$ cat config.mk
export PLATFORM = sky130hd
export DESIGN_NAME = params_loader
export DESIGN_NICKNAME = d
export VERILOG_FILES = /design/src/rtl/params_loader_pkg.sv /design/src/rtl/params_loader.sv
export SDC_FILE = /design/constraint.sdc
export NUM_CORES = 1
export LEC_CHECK = 0
export BUFFER_PORTS_ARGS = -buffer_cell sky130_fd_sc_hd__buf_2
export CAP_MARGIN = 20
export CORE_UTILIZATION = 30
export CTS_CLUSTER_SIZE = 8
export DETAILED_ROUTE_END_ITERATION = 12
export HOLD_SLACK_MARGIN = 0.08
export PLACE_DENSITY_LB_ADDON = 0.2
export SLEW_MARGIN = 20
export SYNTH_ARGS = -nofsm -noshare
export SYNTH_HDL_FRONTEND = slang
export SYNTH_SLANG_ARGS = --single-unit
export TNS_END_PERCENT = 50
$ cat constraint.sdc
create_clock -name clk -period 2.9 [get_ports clk]
set_input_delay 0.435 -clock clk [delete_from_list [all_inputs] [get_ports clk]]
set_output_delay 0.435 -clock clk [all_outputs]
set_load 0.02 [all_outputs]
$ cat src/rtl/params_loader_pkg.sv
`default_nettype none
// ============================================================================
//  Module      : params_loader_pkg
//  Description : Shared defines for the parameter loader: word, address and
//                count types, bank geometry and the load range check.
//  Revision    : 1.0 - initial release
// ============================================================================
package params_loader_pkg;

  localparam int PARAM_WIDTH                   = 16;
  localparam int CIM_PARAMS_BANK_SIZE_NUM_WORD = 16;
  localparam int PARAMS_TOTAL_NUM_WORD         = 2 * CIM_PARAMS_BANK_SIZE_NUM_WORD;
  localparam int PARAM_ADDR_WIDTH              = $clog2(PARAMS_TOTAL_NUM_WORD);
  localparam int PARAM_CNT_WIDTH               = PARAM_ADDR_WIDTH + 1;

  typedef logic [PARAM_WIDTH-1:0]      Param_t;
  typedef logic [PARAM_ADDR_WIDTH-1:0] ParamAddr_t;
  typedef logic [PARAM_CNT_WIDTH-1:0]  ParamCnt_t;

  // Total word count at one bit wider than a count, so the end-of-load sum never wraps
  localparam logic [PARAM_CNT_WIDTH:0] TOTAL_WORDS_EXT = PARAMS_TOTAL_NUM_WORD[PARAM_CNT_WIDTH:0];

  // True when a load of num words starting at base would run past the last word
  function automatic logic range_overflow(input ParamAddr_t base, input ParamCnt_t num);
    logic [PARAM_CNT_WIDTH:0] w_end;
    w_end = {2'b00, base} + {1'b0, num};
    return (w_end > TOTAL_WORDS_EXT);
  endfunction

endpackage
`default_nettype wire

$ cat src/rtl/params_loader.sv
`default_nettype none
// ============================================================================
//  Module      : params_loader
//  Description : Streams parameter words from a valid/ready source into the
//                flat two-bank parameter memory, with range check and a
//                running checksum of the accepted words.
//  Revision    : 1.0 - initial release
// ============================================================================
module params_loader
  import params_loader_pkg::*;
(
  input  logic       clk,
  input  logic       rst_n,
  input  logic       start,
  input  ParamAddr_t base_addr,
  input  ParamCnt_t  num_words,
  input  logic       in_valid,
  input  Param_t     in_data,
  output logic       in_ready,
  output logic       mem_wr_en,
  output ParamAddr_t mem_wr_addr,
  output Param_t     mem_wr_data,
  output logic       mem_chip_en,
  output logic       busy,
  output logic       done,
  output logic       err,
  output Param_t     checksum
);

  typedef enum logic [1:0] {
    S_IDLE = 2'd0,
    S_LOAD = 2'd1,
    S_DONE = 2'd2
  } state_t;

  state_t     r_state;
  state_t     w_state_nxt;
  ParamAddr_t r_addr;
  ParamCnt_t  r_remain;
  logic       r_err;
  Param_t     r_checksum;
  logic       r_wr_en;
  ParamAddr_t r_wr_addr;
  Param_t     r_wr_data;

  logic w_hs;
  logic w_start_ok;
  logic w_zero_len;
  logic w_range_err;

  assign w_hs        = in_valid && (r_state == S_LOAD);
  assign w_start_ok  = start && (r_state == S_IDLE);
  assign w_zero_len  = (num_words == '0);
  assign w_range_err = !w_zero_len && range_overflow(base_addr, num_words);

  // Next-state logic: empty or out-of-range loads go straight to DONE
  always_comb begin
    w_state_nxt = r_state;
    case (r_state)
      S_IDLE: begin
        if (start) begin
          if (w_zero_len || w_range_err) w_state_nxt = S_DONE;
          else                           w_state_nxt = S_LOAD;
        end
      end
      S_LOAD: begin
        if (w_hs && (r_remain == ParamCnt_t'(1))) w_state_nxt = S_DONE;
      end
      S_DONE:  w_state_nxt = S_IDLE;
      default: w_state_nxt = S_IDLE;
    endcase
  end

  // State, counters, checksum and the registered write port; reset drops any in-flight write
  always_ff @(posedge clk) begin
    if (!rst_n) begin
      r_state    <= S_IDLE;
      r_addr     <= '0;
      r_remain   <= '0;
      r_err      <= 1'b0;
      r_checksum <= '0;
      r_wr_en    <= 1'b0;
      r_wr_addr  <= '0;
      r_wr_data  <= '0;
    end else begin
      r_state   <= w_state_nxt;
      r_wr_en   <= w_hs;
      r_wr_addr <= w_hs ? r_addr  : '0;
      r_wr_data <= w_hs ? in_data : '0;
      if (w_start_ok) begin
        r_err      <= w_range_err;
        r_checksum <= '0;
        r_addr     <= base_addr;
        r_remain   <= num_words;
      end else if (w_hs) begin
        r_addr     <= r_addr + ParamAddr_t'(1);
        r_remain   <= r_remain - ParamCnt_t'(1);
        r_checksum <= r_checksum + in_data;
      end
    end
  end

  assign in_ready    = (r_state == S_LOAD);
  assign busy        = (r_state != S_IDLE);
  assign done        = (r_state == S_DONE);
  assign mem_chip_en = busy;
  assign err         = r_err;
  assign checksum    = r_checksum;
  assign mem_wr_en   = r_wr_en;
  assign mem_wr_addr = r_wr_addr;
  assign mem_wr_data = r_wr_data;

endmodule
`default_nettype wire

# After elaboration in Yosys (flattened, before gate mapping)
# Cells that the tools add are included.
# W data, S select, Z words.
totals:
  ff_bits: 52
  input_bits: 31
  output_inout_bits: 43
  word_cells: 40
classes:
  addsub: 4
  order_cmp: 1
  n_eq_ne: 5
  muxes: 8
  bitwise: 1
  reduce_logical: 13
ops:
  columns: ["cell", "n"]
  rows:
  - ["$add A16 B16 Y16", 1]
  - ["$mux W6", 2]
  - ["$mux W5", 2]
  - ["$add A5 B6 Y7", 1]
  - ["$gt A7 B6 Y1 const B", 1]
  - ["$eq A6 B1 Y1 const B", 1]
  - ["$logic_not A6 Y1", 1]
  - ["$mux W2", 3]
  - ["$sub A6 B1 Y6 const B", 1]
  - ["$add A5 B1 Y5 const B", 1]
  - ["$logic_and A1 B1 Y1", 4]
  - ["$pmux W2 S2", 1]
  - ["$reduce_and A2 Y1", 2]
  - ["$reduce_bool A2 Y1", 2]
  - ["$eq A2 B1 Y1 const B", 1]
  - ["$eq A2 B2 Y1 const B", 1]
  - ["$logic_not A2 Y1", 1]
  - ["$ne A2 B1 Y1 const B", 1]
  - ["$ne A2 B2 Y1 const B", 1]
  - ["$reduce_or A2 Y1", 1]
  - ["$logic_not A1 Y1", 1]
  - ["$logic_or A1 B1 Y1", 1]
  - ["$not A1 Y1", 1]

# Logic depth before layout (Yosys ltp)
# Gate-level depths: netlist of run 1.
depth:
  word_depth: 7
  depth_mapped: 10
  depth_no_buf: 10

# Worst setup path after synthesis of run 1
# Ideal clock, no wire load.
synth_timing:
  path_type: "input-to-reg"
  startpoint: "in in_data[0]"
  endpoint: "reg r_checksum[14] (netlist: checksum[14])"
  setup_time_ns: 0.122
  t_arrival_ns: 2.101
  required_ns: 2.778
  path_slack_ns: 0.677
  path_stages: 10
  path_cell_list: "ha_1 inv_1 fa_1 nor2b_4 o31a_1 o21a_1 nor2_2 o211ai_2 nor4b_4 a311o_1"
synth_via:
  elab_chain_cells: 1
synth_rtl:
  columns: ["item", "line", "rtl"]
  rows:
  - ["start, declared", "params_loader.sv:18", "input Param_t in_data,"]
  - ["$add A16 B16 Y16", "params_loader.sv:98", "r_checksum <= r_checksum + in_data;"]
  - ["end signal, assigned", "params_loader.sv:98", null]
  - ["end, declared", "params_loader.sv:41", "Param_t r_checksum;"]
# No other way between the ends.
# A chain may end at the register's enable or synchronous reset.

# Worst setup path after layout of run 1
layout_timing:
  startpoint: "reg r_checksum[0] (netlist: checksum[0])"
  endpoint: "reg r_checksum[14] (netlist: checksum[14])"
layout_via:
  elab_chain_cells: 1
layout_rtl:
  columns: ["item", "line"]
  rows:
  - ["$add A16 B16 Y16", "params_loader.sv:98"]
# No other way between the ends.

==> run_results.csv, run 1 <==
group,metric,value,unit
sta,hold_viol,0,
power,power-per-cell-area,453,nW/um^2
synth,seq_area_frac_synth,36.0,%
clocking,cts_buffers,5,
setup_path,r2r-end,"checksum[14]$_SDFFE_PP0P_",
layout,final_util,37.8,%
layout,nNetsFinal,467,
clocking,clock_sink_count,52,
setup_path,cp_data_arrival_time,2.45,ns
floorplanning,initial_core_util,31.2,%
clocking,htreeDepth,2,
sta,finalSetupViolations,0,
job,drv_cap,0,
synth,syn_inst,340,
setup_path,crit_path_max_fanout,3,
setup_path,crit_slowest_cell,"dfxtp_1",
power,peakVddDrop,0.198,mV
setup_path,slowest_delay,0.34,ns
sta,min_period,2.25,ns
synth,ys_types,58,
synth,synth_largest_area_cell,"dfxtp_1",
clocking,cts_resized,0,
min_path,hold_path_class,"input pin to flop",
synth,yosysMostFrequentCell,"dfxtp_1",
drt,firstDrtPassIters,4,
setup_path,criticalPathCategory,"flop to flop",
clocking,postCtsHoldBufs,0,
global_route,antenna_found_initial,0,
drt,routed_wl,7480,microns
synth,synthTopCellsByArea,"dfxtp_1 (36%), ha_1 (9.9%), and3_1 (5.6%)",
global_route,grt_usage,15.6,%
global_route,grt-ovfl-total,0,
global_route,grt_first_pass_wirelength,12400,microns
sta,fin_crit_sh,77.7,%
synth,syn_avg_cell_area,8.51,sq um
power,switching_share,29.7,%
layout,fin_cells,541,
setup_path,cp.required,3.10,ns
setup_path,r2r-start,"checksum[0]$_SDFFE_PP0P_",
floorplanning,pin_count,74,
place,dpl.hpwl,5750,microns
power,p_comb_share,19.2,%
sta,hold_ws,0.371,ns
synth,yosys.area.top_type_share,36.0,%
clocking,cts_tree,"built",
clocking,root_buffer,"clkbuf_8",
sta,tightest_slew,0.605,ns
floorplanning,core_area,9280,sq um
drt,drc,0,
clocking,clkLatencyLatePin,0.31,ns
synth,synth_edf_count,0,
synth,synth_flop_cell,"dfxtp_1",
drt,first_iter_violations,132,
synth,syn_area,2890,sq um
sta,finClkSkew,0.0106,ns
clocking,path_clk_slew,0.10,ns
setup_path,endpoint_kind,"flop",
setup_path,crit_chain,"ha_1 > inv_1 > fa_1 > nor2b_4 > o31a_1 > o21a_1 > nor2_2 > o211ai_2 > nor4b_4 > a311o_1",
sta,slew_viol_final,0,
global_route,first_global_vias,2501,
place,place.gp.congestion,0.800,
power,power.internal,1.12,mW
drt,postRouteAntennaNets,0,
sta,fin_tns_setup,0,ns
synth,syn_nets,396,
synth,ys_warn_count,0,
sta,rsz0062_at_grt,"no",
outcome,status,"finished, final reports clean",
clocking,clock_path_buffers,2,
layout,drive_gt1_share,24.0,%
floorplanning,rows,35,
synth,ys_ff_latch,52,
layout,antennaDiodeCount,0,
synth,synthArstFlopShare,0,%
power,pwr-share-clk,32.6,%
place,place_inst,533,
floorplanning,die_w,100,microns
drt,via_per_inst,4.89,
drt,wl_per_cell,13.8,microns
synth,synthTopCellsByCount,"dfxtp_1 (52), nor2_1 (32), a21oi_1 (27)",
sta,max_freq,0.444,GHz
power,p_switching,0.471,mW
sta,relSlewSlack,59.6,%
floorplanning,die_area,10000,sq um
global_route,grt_max_degree,28,
layout,area_growth_syn_to_layout,21.2,%
setup_path,cp-endpoint,"checksum[14]$_SDFFE_PP0P_",
clocking,post_cts_buffers,0,
power,p_leak,1.65,nW
power,power,1.59,mW
power,pwr-share-seq,48.1,%
setup_path,r2r_cells,10,
place,port_buffers,73,
floorplanning,die_h,100,microns
drt,dr_total_vias,2645,
setup_path,cp-startpoint,"checksum[0]$_SDFFE_PP0P_",
setup_path,cp-start-kind,"flop",
setup_path,regToRegSetupSlack,0.65,ns
cells by family after synthesis:
family | after synthesis | synth area share (%)
fa+ha+maj | 25 | 11.3
compound gates | 98 | 22.9
xor+xnor | 8 | 2.42
flops | 52 | 36.0
simple gates | 131 | 23.7
buf+inv | 26 | 3.68
layout by cell type (no fill, tap or decap), types with 3 or more instances in the layout:
cell type  netlist  final
a21boi_0         7      7
and3_1          26     26
a211oi_1         3      3
o21ai_1          3      3
and2_1           4      4
nand3_1         13     13
a32oi_1          3      3
buf_2            4     73
xnor2_1          6      6
a21o_1           3      3
o21ai_0         19     19
inv_1           12     12
nor2_1          32     32
o21a_1           6      6
buf_4            1      5
nand2_1         26     26
a21oi_1         27     27
ha_1            23     23
o21ai_2          3      3
nor2b_1          7      7
a211oi_2         3      3
dfxtp_1         52     52
nor3_1           7      7
clkbuf_8         0      5
flip-flops by register name, summed over array words and instances, names as in the netlist:
name         count
mem_wr_data     16
err              1
checksum        16
r_state          2
r_addr           5
r_remain         6
mem_wr_addr      5
mem_wr_en        1
how the worst min path moves through the flow:
stage | from | end | slack, ns | cells after the start
6_report | in_data[0] | mem_wr_data[0]$_SDFF_PN0_ | 0.37 | 2
2_1_floorplan | r_remain[5]$_SDFFE_PN0P_ | r_remain[5]$_SDFFE_PN0P_ | 0.46 | 2
3_5_place_dp | checksum[4]$_SDFFE_PP0P_ | checksum[4]$_SDFFE_PP0P_ | 0.47 | 2
3_3_place_gp | checksum[0]$_SDFFE_PP0P_ | checksum[0]$_SDFFE_PP0P_ | 0.46 | 2
4_1_cts | in_data[0] | mem_wr_data[0]$_SDFF_PN0_ | 0.36 | 2
5_1_grt | in_data[5] | mem_wr_data[5]$_SDFF_PN0_ | 0.36 | 2
final cells by class:
type                            count  area [sq um]
Tap cell                          129           161
Clock buffer                        5          68.8
Inverter                           12          45.0
Fill cell                         989          5780
Multi-Input combinational cell    262          1750
Timing Repair Buffer               78           403
Clock inverter                      3          42.5
Sequential cell                    52          1040
critical path: cells and delay by family, from the launching register on:
family	cells	cell delay [ns]
AOI/OAI and AO/OA	4	0.92
adders and majority gates	2	0.46
buffers and inverters	1	0.08
DFF	1	0.34
and+or+nand+nor	3	0.33
routing by layer:
layer / part of all wire (%) / vias up / global-route usage [%]
li1: - / 1375 / -
met1: 50 / 1213 / 21.1
met2: 45 / 50 / 25.7
met3: 4.0 / 7 / 2.99
met4: 0.79 / 0 / 3.90
met5: 0 / - / 0
per-stage QoR:
stage / instance area (sq um) / worst slack (ns)
6_report: 3510 / 0.646
5_1_grt: 3510 / 0.506
4_1_cts: 3510 / 0.642
3_5_place_dp: 3400 / 0.421
3_3_place_gp: 3400 / 0.470
2_1_floorplan: 2890 / 0.677
power groups by stage:
stage / Combinational, mW / Sequential, mW / Clock [mW]
global placement: 0.305 / 0.780 / 0
floorplan: 0.201 / 0.788 / 0
finish: 0.305 / 0.764 / 0.518
CTS: 0.308 / 0.764 / 0.537
detailed placement: 0.306 / 0.780 / 0
global route: 0.346 / 0.768 / 0.564
No activity file was read; power rests on OpenSTA's default activity.
==> run 2, diff against run 1 <==
==> constraint.sdc (replaced) <==
create_clock -name clk -period 2.3 [get_ports clk]
set_input_delay 0.345 -clock clk [delete_from_list [all_inputs] [get_ports clk]]
set_output_delay 0.345 -clock clk [all_outputs]
set_load 0.02 [all_outputs]
==> run_results.csv, run 2 (same netlist as run 1, synthesis figures left out) <==
group,metric,value,unit
outcome,status,"finished, final reports clean",
drt,dr_total_vias,2737,
global_route,first_global_vias,2696,
global_route,grt_first_pass_wirelength,13000,microns
setup_path,cp.required,2.48,ns
floorplanning,die_area,10000,sq um
sta,relSlewSlack,66.8,%
global_route,grt-ovfl-total,0,
clocking,cts_buffers,5,
drt,routed_wl,7670,microns
floorplanning,die_w,100,microns
drt,postRouteAntennaNets,0,
sta,hold_viol,0,
drt,firstDrtPassIters,4,
sta,worst_slack,0.130,ns
setup_path,cp_num_buf_inv,1,
setup_path,crit_family,"compound AO/OA/AOI/OAI gates",
power,power,1.91,mW
min_path,hold_path_class,"input pin to flop",
clocking,post_cts_buffers,0,
clocking,cts_tree,"built",
setup_path,cp-startpoint,"checksum[0]$_SDFFE_PP0P_",
sta,fin_crit_sh,94.4,%
layout,stdcell_area,3550,sq um
floorplanning,initial_core_util,31.2,%
clocking,htreeDepth,2,
sta,tightest_slew,0.494,ns
power,power-per-cell-area,537,nW/um^2
power,peakVddDrop,0.239,mV
layout,area_growth_syn_to_layout,22.7,%
floorplanning,rows,35,
sta,rsz0062_at_grt,"yes",
clocking,clkLatencyLatePin,0.30,ns
place,dpl.hpwl,5970,microns
clocking,clock_sink_count,52,
sta,fin_tns_setup,0,ns
floorplanning,core_area,9280,sq um
sta,slew_viol_final,0,
setup_path,r2r-end,"checksum[14]$_SDFFE_PP0P_",
power,p_leak,1.68,nW
setup_path,crit_slowest_cell,"fa_1",
place,place_inst,541,
sta,min_period,2.17,ns
setup_path,r2r_cells,10,
setup_path,cp.depth,10,
setup_path,r2r-start,"checksum[0]$_SDFFE_PP0P_",
place,post_dp_cell_area,3460,sq um
clocking,root_buffer,"clkbuf_8",
layout,drive_gt1_share,25.2,%
setup_path,cp-start-kind,"flop",
layout,final_common_cell,"buf_2",
global_route,grt_max_degree,23,
drt,first_iter_violations,126,
sta,finalSetupViolations,0,
sta,finClkSkew,0.0125,ns
place,port_buffers,73,
setup_path,slowest_delay,0.42,ns
drt,drc,0,
setup_path,criticalPathCategory,"flop to flop",
job,drv_cap,0,
floorplanning,die_h,100,microns
clocking,clock_path_buffers,2,
global_route,antenna_found_initial,0,
global_route,grt_usage,16.2,%
layout,final_cell_mix,"buf_2 (73), dfxtp_1 (52), nor2_1 (32)",
setup_path,endpoint_kind,"flop",
setup_path,cp_data_arrival_time,2.35,ns
drt,via_per_inst,4.99,
setup_path,crit_chain,"ha_1 > inv_1 > fa_1 > nor2b_4 > o31a_1 > o21a_1 > nor2_2 > o211ai_2 > nor2_1 > a311o_1",
layout,antennaDiodeCount,0,
layout,fin_cells,549,
setup_path,cp-endpoint,"checksum[14]$_SDFFE_PP0P_",
place,post-place-ws,-0.0431,ns
setup_path,regToRegSetupSlack,0.13,ns
floorplanning,pin_count,74,
drt,wl_per_cell,14.0,microns
layout,nNetsFinal,475,
clocking,path_clk_slew,0.09,ns
setup_path,crit_path_max_fanout,3,
sta,max_freq,0.461,GHz
place,place.gp.congestion,0.811,
==> run 2: worst register-to-register path: cells and delay by family (launching register included) <==
kind                     cells  cell delay, ns
AO/OA/AOI/OAI                4            0.79
adder cells (fa/ha/maj)      2            0.60
buffers and inverters        1            0.06
flip-flops                   1            0.36
AND/OR/NAND/NOR              3            0.26
==> run 2: routing by layer <==
| layer | vias up | track usage [%] | wire length, microns |
|---|---|---|---|
| met4 | 0 | 4.46 | 81 |
| met3 | 8 | 2.65 | 322 |
| li1 | 1379 | - | - |
| met5 | - | 0 | 0 |
| met2 | 77 | 27.1 | 3490 |
| met1 | 1273 | 21.7 | 3790 |
==> run 2: how the worst min path moves through the flow <==
| stage | start | slack (ns) | endpoint | cells past startpoint |
|---|---|---|---|---|
| finish | in_data[11] | 0.30 | mem_wr_data[11]$_SDFF_PN0_ | 2 |
| global route | in_data[0] | 0.28 | mem_wr_data[0]$_SDFF_PN0_ | 2 |
| CTS | in_data[0] | 0.28 | mem_wr_data[0]$_SDFF_PN0_ | 2 |
| detailed placement | err$_SDFFE_PN0P_ | 0.47 | err$_SDFFE_PN0P_ | 2 |
| global placement | checksum[4]$_SDFFE_PP0P_ | 0.46 | checksum[4]$_SDFFE_PP0P_ | 2 |
| floorplan | r_remain[5]$_SDFFE_PN0P_ | 0.46 | r_remain[5]$_SDFFE_PN0P_ | 2 |
==> run 2: final cells by class <==
type / count / area [sq um]
flip-flops and latches: 52 / 1040
well taps: 129 / 161
fillers: 1015 / 5730
repair buffers: 86 / 463
clock buffers: 8 / 90.1
inverters: 12 / 45.0
multi-input cells: 262 / 1750
==> run 2: where the power goes <==
group	total (mW)	leakage [nW]	internal [mW]	switching (mW)
logic	0.402	1.22	0.159	0.243
clock network	0.543	0.0455	0.247	0.296
registers	0.963	0.422	0.934	0.0286
total	1.91	1.68	1.34	0.567
==> run 2: what timing repair did <==
item / CTS / global route
gates resized for setup: 0 / 1
hold buffers: 0 / 0
endpoints found under the setup margin: 0 / 2
hold endpoints to repair: 0 / 0
==> run 2: stage by stage <==
stage          util, %  hold WS (ns)
5_1_grt           38.2         0.284
3_3_place_gp      37.2         0.465
3_5_place_dp      37.2         0.468
2_1_floorplan        -         0.456
4_1_cts           38.2         0.285
6_report          38.2         0.297
